<file path="src/rtl/b_type_predictor_pkg.sv">
// Shared encodings and types for the B-type branch direction predictor.
// Counter encodings follow the legacy define.v names so existing code can migrate unchanged.
package b_type_predictor_pkg;

  typedef logic [1:0] ctr_t;

  localparam ctr_t SNT     = 2'b00;
  localparam ctr_t WNT     = 2'b01;
  localparam ctr_t WT      = 2'b10;
  localparam ctr_t ST      = 2'b11;
  localparam ctr_t CNT_RST = WNT;

  localparam logic        zero     = 1'b0;
  localparam logic [31:0] zeroword = 32'h0000_0000;

endpackage

</file>
<file path="src/rtl/b_type_predictor_if.sv">
// Lookup (ID), update (EX) and perf-counter signals of the branch predictor.
// master = pipeline side, slave = predictor side.
interface b_type_predictor_if #(
  parameter int INDEX_BITS = 6
);
  logic                  lookup_valid_i;
  logic [31:0]           lookup_pc_i;
  logic                  PL_stall;
  logic                  prediction_o;
  logic [INDEX_BITS-1:0] pred_history_o;
  logic                  update_valid_i;
  logic [31:0]           update_pc_i;
  logic                  update_taken_i;
  logic                  update_mispredict_i;
  logic [INDEX_BITS-1:0] update_history_i;
  logic [31:0]           branch_cnt_o;
  logic [31:0]           mispredict_cnt_o;

  modport master (
    output lookup_valid_i, lookup_pc_i, PL_stall,
    output update_valid_i, update_pc_i, update_taken_i, update_mispredict_i, update_history_i,
    input  prediction_o, pred_history_o, branch_cnt_o, mispredict_cnt_o
  );

  modport slave (
    input  lookup_valid_i, lookup_pc_i, PL_stall,
    input  update_valid_i, update_pc_i, update_taken_i, update_mispredict_i, update_history_i,
    output prediction_o, pred_history_o, branch_cnt_o, mispredict_cnt_o
  );
endinterface

</file>
<file path="src/rtl/b_type_predictor_sat_counter_next.sv">
// Combinational next state of a 2-bit saturating direction counter.
module bp_sat_counter_next
  import b_type_predictor_pkg::*;
(
  input  ctr_t cnt_i,
  input  logic taken_i,
  output ctr_t cnt_o
);
  always_comb begin
    cnt_o = cnt_i;
    if (taken_i) begin
      if (cnt_i != ST)  cnt_o = cnt_i + 2'b01;
    end else begin
      if (cnt_i != SNT) cnt_o = cnt_i - 2'b01;
    end
  end
endmodule

</file>
<file path="src/rtl/b_type_predictor.sv">
// Bimodal / gshare direction predictor for B-type branches: ID lookup, EX training.
// Define B_TYPE_PREDICTOR_GSHARE_EN to add the speculative global history register.
module b_type_predictor
  import b_type_predictor_pkg::*;
#(
  parameter int INDEX_BITS = 6
) (
  input  logic                clk,
  input  logic                rst,
  b_type_predictor_if.slave   bp
);
  localparam int ENTRIES = 1 << INDEX_BITS;
  typedef logic [INDEX_BITS-1:0] idx_t;

  ctr_t        tbl_q [ENTRIES];
  ctr_t        tbl_d [ENTRIES];
  idx_t        hist, lkp_idx, upd_idx;
  ctr_t        upd_cur, upd_nxt;
  logic        pred;
  logic        mispredict_evt;
  logic [31:0] branch_cnt_q, branch_cnt_d;
  logic [31:0] mispredict_cnt_q, mispredict_cnt_d;

  assign mispredict_evt = bp.update_valid_i && bp.update_mispredict_i;

`ifdef B_TYPE_PREDICTOR_GSHARE_EN
  idx_t ghr_q, ghr_d;
  logic unused_bits;

  assign hist    = ghr_q;
  assign upd_idx = bp.update_pc_i[INDEX_BITS+1:2] ^ bp.update_history_i;

  // Repair wins over the speculative shift: the younger lookup is being flushed.
  always_comb begin
    ghr_d = ghr_q;
    if (mispredict_evt)
      ghr_d = {bp.update_history_i[INDEX_BITS-2:0], bp.update_taken_i};
    else if (bp.lookup_valid_i && !bp.PL_stall)
      ghr_d = {ghr_q[INDEX_BITS-2:0], pred};
  end

  always_ff @(posedge clk) begin
    if (rst) ghr_q <= '0;
    else     ghr_q <= ghr_d;
  end

  assign unused_bits = ^{bp.lookup_pc_i[31:INDEX_BITS+2], bp.lookup_pc_i[1:0],
                         bp.update_pc_i[31:INDEX_BITS+2], bp.update_pc_i[1:0]};
`else
  logic unused_bits;

  assign hist    = '0;
  assign upd_idx = bp.update_pc_i[INDEX_BITS+1:2];

  assign unused_bits = ^{bp.lookup_pc_i[31:INDEX_BITS+2], bp.lookup_pc_i[1:0],
                         bp.update_pc_i[31:INDEX_BITS+2], bp.update_pc_i[1:0],
                         bp.PL_stall, bp.update_history_i};
`endif

  assign lkp_idx           = bp.lookup_pc_i[INDEX_BITS+1:2] ^ hist;
  assign pred              = tbl_q[lkp_idx][1] & bp.lookup_valid_i;
  assign bp.prediction_o   = pred;
  assign bp.pred_history_o = hist;

  assign upd_cur = tbl_q[upd_idx];

  bp_sat_counter_next u_sat (
    .cnt_i   (upd_cur),
    .taken_i (bp.update_taken_i),
    .cnt_o   (upd_nxt)
  );

  // Lookup reads tbl_q directly, so a same-cycle update to its entry is not bypassed.
  always_comb begin
    tbl_d = tbl_q;
    if (bp.update_valid_i) tbl_d[upd_idx] = upd_nxt;
  end

  always_comb begin
    branch_cnt_d     = branch_cnt_q + {31'b0, bp.update_valid_i};
    mispredict_cnt_d = mispredict_cnt_q + {31'b0, mispredict_evt};
  end

  always_ff @(posedge clk) begin
    if (rst) begin
      for (int i = 0; i < ENTRIES; i++) tbl_q[i] <= CNT_RST;
      branch_cnt_q     <= zeroword;
      mispredict_cnt_q <= zeroword;
    end else begin
      tbl_q            <= tbl_d;
      branch_cnt_q     <= branch_cnt_d;
      mispredict_cnt_q <= mispredict_cnt_d;
    end
  end

  assign bp.branch_cnt_o     = branch_cnt_q;
  assign bp.mispredict_cnt_o = mispredict_cnt_q;

endmodule

</file>
<file path="src/flat_wrapper.sv">
// flat-port wrapper written by rule: the top's interface ports become plain ports
module b_type_predictor_flat import b_type_predictor_pkg::*;
#(
  parameter int INDEX_BITS = 6
)
  (clk, rst, bp_lookup_valid_i, bp_lookup_pc_i, bp_PL_stall, bp_update_valid_i, bp_update_pc_i, bp_update_taken_i, bp_update_mispredict_i, bp_update_history_i, bp_prediction_o, bp_pred_history_o, bp_branch_cnt_o, bp_mispredict_cnt_o);
  b_type_predictor_if #(.INDEX_BITS(INDEX_BITS)) bp_i ();
  input  logic clk;
  input  logic rst;
  input wire logic [$bits(bp_i.lookup_valid_i)-1:0] bp_lookup_valid_i;
  input wire logic [$bits(bp_i.lookup_pc_i)-1:0] bp_lookup_pc_i;
  input wire logic [$bits(bp_i.PL_stall)-1:0] bp_PL_stall;
  input wire logic [$bits(bp_i.update_valid_i)-1:0] bp_update_valid_i;
  input wire logic [$bits(bp_i.update_pc_i)-1:0] bp_update_pc_i;
  input wire logic [$bits(bp_i.update_taken_i)-1:0] bp_update_taken_i;
  input wire logic [$bits(bp_i.update_mispredict_i)-1:0] bp_update_mispredict_i;
  input wire logic [$bits(bp_i.update_history_i)-1:0] bp_update_history_i;
  output wire logic [$bits(bp_i.prediction_o)-1:0] bp_prediction_o;
  output wire logic [$bits(bp_i.pred_history_o)-1:0] bp_pred_history_o;
  output wire logic [$bits(bp_i.branch_cnt_o)-1:0] bp_branch_cnt_o;
  output wire logic [$bits(bp_i.mispredict_cnt_o)-1:0] bp_mispredict_cnt_o;
  assign bp_i.lookup_valid_i = bp_lookup_valid_i;
  assign bp_i.lookup_pc_i = bp_lookup_pc_i;
  assign bp_i.PL_stall = bp_PL_stall;
  assign bp_i.update_valid_i = bp_update_valid_i;
  assign bp_i.update_pc_i = bp_update_pc_i;
  assign bp_i.update_taken_i = bp_update_taken_i;
  assign bp_i.update_mispredict_i = bp_update_mispredict_i;
  assign bp_i.update_history_i = bp_update_history_i;
  assign bp_prediction_o = bp_i.prediction_o;
  assign bp_pred_history_o = bp_i.pred_history_o;
  assign bp_branch_cnt_o = bp_i.branch_cnt_o;
  assign bp_mispredict_cnt_o = bp_i.mispredict_cnt_o;
  b_type_predictor #(.INDEX_BITS(INDEX_BITS)) u_core (.clk(clk), .rst(rst), .bp(bp_i));
endmodule
</file>
<file path="config.mk">
export PLATFORM = sky130hd
export DESIGN_NAME = b_type_predictor_flat
export DESIGN_NICKNAME = d
export VERILOG_FILES = /design/src/rtl/b_type_predictor_pkg.sv /design/src/rtl/b_type_predictor_if.sv /design/src/rtl/b_type_predictor_sat_counter_next.sv /design/src/rtl/b_type_predictor.sv /design/src/flat_wrapper.sv
export SDC_FILE = /design/constraint.sdc
export NUM_CORES = 1
export LEC_CHECK = 0
export CAP_MARGIN = 10
export CORE_MARGIN = 5
export CORE_UTILIZATION = 54
export CTS_CLUSTER_DIAMETER = 40
export DETAILED_ROUTE_END_ITERATION = 16
export PLACE_DENSITY = 0.8
export SYNTH_ARGS = -nofsm -noshare
export SYNTH_HDL_FRONTEND = slang
export SYNTH_SLANG_ARGS = --single-unit
</file>
<file path="constraint.sdc">
create_clock -name clk -period 5.1 [get_ports clk]
set_clock_uncertainty 0.05 [all_clocks]
set_input_delay 1.02 -clock clk [delete_from_list [all_inputs] [get_ports clk]]
set_output_delay 1.02 -clock clk [all_outputs]
set_load 0.02 [all_outputs]
</file>
======== Word level (Yosys, flattened, before mapping) ========
Index checks and enable logic that the tools add are counted.
word-level totals
  bits in registers ....................... 192
  latch bits .............................. 0
  memory bits (writable) .................. 0
  bits in read-only memories .............. 0
  input port bits ......................... 77
  output and inout port bits .............. 71
  word-level logic and storage cells ...... 92
  memories kept ........................... 0
cells by class
  add/sub/neg operators ................... 4
  multiply operators ...................... 0
  divide/modulo/power cells ............... 0
  magnitude comparators ................... 3
  equality and inequality tests ........... 1
  shift-type cells ........................ 0
  mux-type cells .......................... 12
  bitwise gates (word level) .............. 3
  reduce and logical (&&, ||, !) cells .... 3
operators with widths
  kind                                                         number
  bitwise mux 128 bit                                          1
  adder 32 x 1 -> 32 bit                                       2
  binary-select mux 2 bit (select 6 bit)                       2
  two-way mux 2 bit                                            8
  >= comparator 7 bit (second input constant)                  2
  inverter 6 -> 7 bit                                          2
  demux 2 bit (select 6 bit)                                   1
  less-than comparator 7 x 1 -> 1 bit (second input constant)  1
  adder 2 x 1 -> 2 bit (second input constant)                 1
  logical AND 1 bit                                            2
  inequality test 2 bit (second input constant)                1
  nonzero test 2 bit                                           1
  subtractor 2 x 1 -> 2 bit (second input constant)            1
  AND 1 bit                                                    1

======== Longest topological paths before layout ========
Gate-level depths: netlist of run 1.
  depth after elaboration ................. 8
  mapped depth ............................ 13
  gate-level depth less buffers ........... 10

======== By module ========
From an unflattened synthesis of run 1, not the netlist that was laid out.
unflattened totals
  cells, all modules ...................... 1111
  area total of the unflattened synthesis .. 9587.9 um^2
modules (own cells, without submodules)
  module               times used  cells each  area an instance (um^2)  sequential area each (um^2)
  b_type_predictor     1           1108        9561.7                   3843.7
  bp_sat_counter_next  1           3           26.3                     0.0

======== Least setup slack after synthesis of run 1 ========
No wires, ideal clock.
  path type ............................... input-to-output
  from .................................... input port bp_lookup_pc_i[2]
  to ...................................... output port bp_prediction_o
  arrival time ............................ 3.637 ns
  data required time ...................... 4.030 ns
  setup slack ............................. 0.393 ns
  stages .................................. 6
  path buffers ............................ 2
  path through ............................ clkbuf_1 buf_1 mux4_2 mux4_2 mux4_2 and2_1
between the ends
  longest elaborated chain between the ends .. 5
ends and longest elaborated chain
  what                                                  RTL line                source
  start, declared                                       flat_wrapper.sv:11      input wire logic [$bits(bp_i.lookup_pc_i)-1:0] bp_lookup_pc_i;
  inverter 6 -> 7 bit (not written as such)             b_type_predictor.sv:61  assign pred = tbl_q[lkp_idx][1] & bp.lookup_valid_i;
  binary-select mux 2 bit (select 6 bit)                b_type_predictor.sv:61
  two-way mux 2 bit (not written as such) (2 in a row)  b_type_predictor.sv:61
  AND 1 bit                                             b_type_predictor.sv:61
  end, declared                                         flat_wrapper.sv:18      output wire logic [$bits(bp_i.prediction_o)-1:0] bp_prediction_o;
No other way between the ends. The select of a mux whose other input is x is not followed.

======== Worst setup path in the final report of run 1 ========
Ends and elaborated chain as after synthesis.

==> results of run 1 <==
==> kinds of logic (layout without fill, tap and decap cells) <==
| family | count (synthesis) | count (layout) | share of synthesized area [%] |
|---|---|---|---|
| multiplexers | 55 | 55 | 10.2 |
| AO/OA/AOI/OAI | 298 | 298 | 19.9 |
| adder cells (fa/ha/maj) | 6 | 6 | 0.770 |
| XOR/XNOR | 49 | 49 | 4.63 |
| AND/OR/NAND/NOR | 381 | 381 | 18.2 |
| other | 1 | 6 | 0.0405 |
| flip-flops | 192 | 192 | 41.5 |
| buffers and inverters | 85 | 149 | 4.75 |
==> worst max path at each step <==
stage               depth (start not counted)         startpoint              end  slack, ps
floorplan                                   6  bp_lookup_pc_i[2]  bp_prediction_o        390
global placement                            7  bp_lookup_pc_i[2]  bp_prediction_o        130
detailed placement                          7  bp_lookup_pc_i[2]  bp_prediction_o         80
CTS                                         7  bp_lookup_pc_i[2]  bp_prediction_o         90
global route                                7  bp_lookup_pc_i[2]  bp_prediction_o         20
finish                                      7  bp_lookup_pc_i[2]  bp_prediction_o        100
==> metal layers <==
metal  GRT usage [%]  routed length [um]
met4            9.79                 664
met3            4.33                2140
met2            39.5               11400
met1            32.2               10000
met5               0                   0
==> power groups by stage <==
stage / clock (mW) / sequential, mW / combinational, mW
after floorplan: 0 / 1.55 / 0.194
after global placement: 0 / 1.55 / 0.265
after detailed placement: 0 / 1.55 / 0.266
after CTS: 1.34 / 1.52 / 0.268
after global routing: 1.40 / 1.52 / 0.290
final: 1.33 / 1.52 / 0.272
==> area by class of cell <==
cell class / instances / area (um2) / area share (%)
clock buffers: 19 / 453 / 4.20
inverters: 12 / 45.0 / 0.418
repair buffers: 106 / 1040 / 9.63
clock inverters: 12 / 133 / 1.23
well taps: 220 / 275 / 2.55
flip-flops and latches: 192 / 3840 / 35.6
multi-input cells: 795 / 5000 / 46.3
==> through the flow <==
| stage | power [mW] | setup slack (ps) | hold slack (ps) | instances | utilization, % |
|---|---|---|---|---|---|
| after global routing | 3.21 | 23.6 | 445 | 1356 | 64.6 |
| after detailed placement | 1.82 | 83.4 | 403 | 1325 | 61.1 |
| after CTS | 3.12 | 91.3 | 418 | 1356 | 64.6 |
| after floorplan | 1.75 | 393 | 387 | 1072 | - |
| final | 3.11 | 102 | 416 | 1356 | 64.6 |
| after global placement | 1.81 | 128 | 396 | 1325 | 61.1 |
==> sequential cells by signal (all words and copies together) (netlist names) <==
register,count
u_core.tbl_q,128
u_core.bp.mispredict_cnt_o,32
u_core.bp.branch_cnt_o,32
==> synth_stat cells, drive strengths merged (3+ instances only) <==
cell    instances  area (um2)
a211oi         19         143
a21oi         107         536
a221oi         15         144
a22o            4        35.0
a22oi           8        60.1
a32oi           7        61.3
and2            5        31.3
and3           15        93.8
buf            44         287
clkbuf         29         109
dfxtp         192        3840
ha              4        50.1
inv            11        41.3
mux2           23         259
mux2i           3        30.0
mux4           29         653
nand2         112         420
nand3          37         185
nand4           9        56.3
nor2          153         574
nor2b          14        87.6
nor3            9        45.0
o211ai         17         203
o21ai         106         531
o22ai           5        31.3
or3            13        81.3
xnor2          22         193
xor2           27         236
==> critical path: cells and delay by family <==
family | cells | cell delay, ps
and+or+nand+nor | 1 | 170
buffers and inverters | 3 | 1240
muxes | 3 | 1500
==> key figures, run 1 <==
Run status
  – Status: finished clean

Power and ir drop
  – Combinational share of power: under 10%
  – Pwr dens: 289 nW/um2
  – Reg power frac: between 40% and 50%
  – Internal power: about 2.3 mW
  – Maximum vdd drop: between 0.2 and 0.3 mV
  – Clock share of power: 42.6%
  – P_leak: between 3 and 4 nW
  – Switching power: slightly below 0.8 mW
  – Sw Share: approximately 25%

Clock network
  – Sink Count: 192
  – Worst-Skew Late Latency: ~430 ps
  – CTS Hold Bufs: 0
  – CTS tree: yes
  – H-tree Lvls: 4
  – Postcts setup bufs: 0
  – Post-CTS sizing: 0
  – Clk root buf: clkbuf_16
  – Clk buf depth: 2
  – Cts bufs inserted: 17
  – Clock slew at the register clock pins of the worst setup and hold paths: approximately 60 ps

Timing
  – Worst slew pin tran: 1200 ps
  – Period utilisation layout: between 90% and 100%
  – Fin crit period: 5000 ps
  – RSZ-0062 raised after global routing: false
  – Final Max Slew Viols: 0
  – Max_slew headroom: 19.7%
  – Setup_tns: 0 ps
  – Final hold vios: 0
  – # setup viols final: 0
  – FMAX: between 200 and 250 MHz

Global routing
  – First-pass GRT wire length: 39.5 mm
  – Largest net degree at the start of global routing: around 100
  – GRT Total Usage: between 20 and 25%
  – Initial antenna violation count: 0
  – Vias in the first global route: ~7900
  – Grt total ovfl: 0

Finish
  – Filler cells: around 1400
  – Fin area: between 10000 and 15000 um2
  – Ant diodes: 0
  – Leading cell type in the layout, fill and taps excluded: dfxtp_1
  – Share of cells above drive strength 1: about 11%
  – Final #Nets: between 1000 and 1500
  – Commonest cells after routing, fill and taps aside: dfxtp_1 (192), nor2_1 (153), nand2_1 (112)
  – Area growth, synth to finish: 16.5%

Critical path
  – Setup slack, reg-to-reg: roughly 2100 ps
  – WP data arrival: ~4000 ps
  – Worst EP required: 4030 ps
  – R2r endpoint: u_core.tbl_q[32]
  – CP most frequent cell: mux4_2
  – R2R depth: 8
  – CP max-delay cell: clkdlybuf4s50_1
  – Critical Path Start Type: input pin
  – Delay of the slowest critical-path stage: around 540 ps
  – Critical Path, Cell by Cell: clkdlybuf4s50_1 > buf_12 > mux4_2 > mux4_2 > mux4_2 > and2_1 > clkdlybuf4s50_1
  – Setup crit end kind: output port
  – Critical path type: input pin to output port
  – Max FO, Critical Path: 16
  – Worst r2r src: u_core.tbl_q[104]

Floorplanning
  – Chip width: ~140 um
  – # IOs: between 100 and 150
  – Die Y-Extent: 141 um
  – Initial core utilization: between 50% and 60%
  – Core area: around 17000 um2
  – Die area: about 20000 um2
  – Rows: 47

Flow run
  – MaxCap Viol Count: 0

Route
  – Pre-antenna DRT Iters: 6
  – Wire length per cell: 17.9 um
  – Via-to-Cell Ratio: approximately 6.1
  – Post-Route WL: 24.2 mm
  – Post-route ant nets: 0
  – Initial drt markers: 865
  – Routed via count: 8338
  – Post-route DRC: 0

Logic synthesis
  – Synthesized instance count: 1067
  – Yosys reg bits: between 150 and 200
  – Register area share after synthesis: 41.5%
  – Ys flop type: dfxtp_1
  – Syn avg cell area: a little under 9 um2
  – Cell area after synthesis: 9260 um2
  – EDFF count, synth: 0
  – Async SR Flop Fraction: 0%
  – Cell variety after synth: between 50 and 60
  – Yosys warns: 0

Placement
  – Area after DPL: 10200 um2
  – PortBufs: 82
  – Hpwl dp: roughly 16 mm
  – Placer Congestion: about 0.85

Worst hold path
  – Min-delay worst type: register to register
  – Hold path depth: 2
  – Hold Crit Start: u_core.tbl_q[60]
  – Worst Hold Endpoint: u_core.tbl_q[60]
(Power assumes the default switching activity.)
==> inputs of run 2 (changes only) <==
RECOVER_POWER = 100   (was unset)
==> run 2 against run 1 <==
Compared with the run above:
- the run now ends with capacitance limit, slew limit left
- routed wire length up 0.51%
- via count fell by 0.13%
- clock power about the same
- critical path depth is the same
- final cell count is the same
- non-clock buffer count unchanged
- flip-flop and latch count unchanged
- sequential share of layout area grew 0.32 points
- first-iteration DRC count is 7.9% higher
- utilization decreased by 0.58 points
- maximum frequency about the same
- final area is 0.89% lower
- largest power group unchanged
==> key figures, run 2 (same netlist as run 1, synthesis figures left out) <==
Power and ir drop
  – Clock share of power: 42.7%
  – Internal power: 2.34 mW
  – Switching power: 0.767 mW
  – Maximum vdd drop: a little under 0.3 mV
  – Combinational share of power: 8.4%
  – Sw Share: between 20% and 30%
  – P_leak: a little under 4 nW
  – Pwr dens: 290 nW/um2
  – Reg power frac: between 40% and 50%

Clock network
  – CTS tree: yes
  – Clk buf depth: 2
  – Worst-Skew Late Latency: 430 ps
  – Post-CTS sizing: 0
  – Sink Count: approximately 190
  – Cts bufs inserted: 17
  – Postcts setup bufs: 0
  – H-tree Lvls: 4
  – Clk root buf: clkbuf_16
  – CTS Hold Bufs: 0
  – Clock slew at the register clock pins of the worst setup and hold paths: about 60 ps

Global routing
  – Initial antenna violation count: 0
  – Grt total ovfl: 0
  – First-pass GRT wire length: between 30 and 40 mm
  – Largest net degree at the start of global routing: slightly above 100
  – GRT Total Usage: 24.3%
  – Vias in the first global route: roughly 8000

Critical path
  – Worst EP required: between 4000 and 5000 ps
  – R2r endpoint: u_core.tbl_q[29]
  – Critical path type: input pin to output port
  – Worst r2r src: u_core.tbl_q[53]
  – Max FO, Critical Path: 16
  – Critical Path Start Type: input pin
  – Setup crit end kind: output port
  – Setup slack, reg-to-reg: 1850 ps
  – R2R depth: 8
  – WP data arrival: around 3900 ps

Worst hold path
  – Worst Hold Endpoint: u_core.tbl_q[60]
  – Hold Crit Start: u_core.tbl_q[60]
  – Hold path depth: 2
  – Min-delay worst type: register to register

Placement
  – Placer Congestion: 0.852
  – Hpwl dp: 16.2 mm
  – Placed Cells: roughly 1300
  – Area after DPL: 10200 um2
  – DP Worst Slack: between 80 and 90 ps
  – PortBufs: roughly 80

Floorplanning
  – # IOs: roughly 150
  – Initial core utilization: 55.5%
  – Core area: 16700 um2
  – Chip width: between 100 and 150 um
  – Die Y-Extent: ~140 um
  – Rows: between 40 and 50
  – Die area: a little under 20000 um2

Run status
  – Status: complete, but fails checks
  – Failing checks: capacitance limit, slew limit

Route
  – Pre-antenna DRT Iters: 6
  – Post-Route WL: 24.3 mm
  – Via-to-Cell Ratio: approximately 6.1
  – Routed via count: 8327
  – Wire length per cell: approximately 18 um
  – Post-route DRC: 0
  – Post-route ant nets: 0
  – Initial drt markers: approximately 930

Finish
  – Max FFs per register: ~130
  – Fin area: around 11000 um2
  – Fin cells: 1356
  – Share of cells above drive strength 1: under 10%
  – Biggest register: u_core.tbl_q
  – Ant diodes: 0
  – Final Core Density: between 60% and 70%
  – Leading cell type in the layout, fill and taps excluded: dfxtp_1
  – Area growth, synth to finish: 15.4%
  – Final #Nets: between 1000 and 1500
  – Commonest cells after routing, fill and taps aside: dfxtp_1 (192), nor2_1 (153), nand2_1 (112)

Flow run
  – MaxCap Viol Count: 2

Timing
  – Setup_tns: 0 ps
  – Final hold vios: 0
  – Setup ws final: 99.5 ps
  – Worst slew pin tran: between 1500 and 2000 ps
  – FMAX: 200 MHz
  – Period utilisation layout: a little over nine tenths
  – Fin crit period: around 5000 ps
  – RSZ-0062 raised after global routing: false
  – Final Max Slew Viols: between 100 and 150
  – Max_slew headroom: -32.1%
  – # setup viols final: 0
[run 2: power groups by stage]
stage          Sequential, mW  Combinational, mW  Clock [mW]
5_1_grt                  1.52              0.280        1.40
3_3_place_gp             1.55              0.265           0
4_1_cts                  1.52              0.268        1.34
6_report                 1.52              0.262        1.33
2_1_floorplan            1.55              0.194           0
3_5_place_dp             1.55              0.266           0
[run 2: final cells by class]
cell class / count / area [um2]
clock buffer: 19 / 453
clock inverter: 12 / 133
fill: 1391 / 6010
inverter: 12 / 45.0
multi-input combinational: 795 / 4910
sequential: 192 / 3840
tap: 220 / 275
timing repair buffer: 106 / 1030
[run 2: worst max-delay path, stage by stage]
cell and delay [ps]:
clkdlybuf4s50_1 510, buf_12 190, mux4_2 510, mux4_2 520, mux4_2 470, and2_1 170
clkdlybuf4s50_1 540
[run 2: how the worst max path moves through the flow]
stage | start | endpoint | cells after the start
final | bp_lookup_pc_i[2] | bp_prediction_o | 7
after CTS | bp_lookup_pc_i[2] | bp_prediction_o | 7
after floorplan | bp_lookup_pc_i[2] | bp_prediction_o | 6
after global routing | bp_update_pc_i[4] | u_core.tbl_q[47] | 10
after global placement | bp_lookup_pc_i[2] | bp_prediction_o | 7
after detailed placement | bp_lookup_pc_i[2] | bp_prediction_o | 7
[run 2: metrics by stage]
step | power, mW | hold slack, ps
finish | 3.11 | 410
global route | 3.20 | 440
CTS | 3.12 | 418
detailed placement | 1.82 | 403
global placement | 1.81 | 396
floorplan | 1.75 | 387
[run 2: routing by layer]
metal	global-route usage (%)	vias to the layer above	wire length (um)
li1	-	3933	-
met3	4.33	68	2020
met4	9.79	0	720
met2	39.5	418	11400
met1	32.2	3908	10200
met5	0	-	0
==> inputs of run 3 (changes only) <==
CAP_MARGIN = unset   (was 10)
RECOVER_POWER = unset   (was 100)
==> results of run 3 <==
Final layout, timing and power as in run 1 (identical DEF).
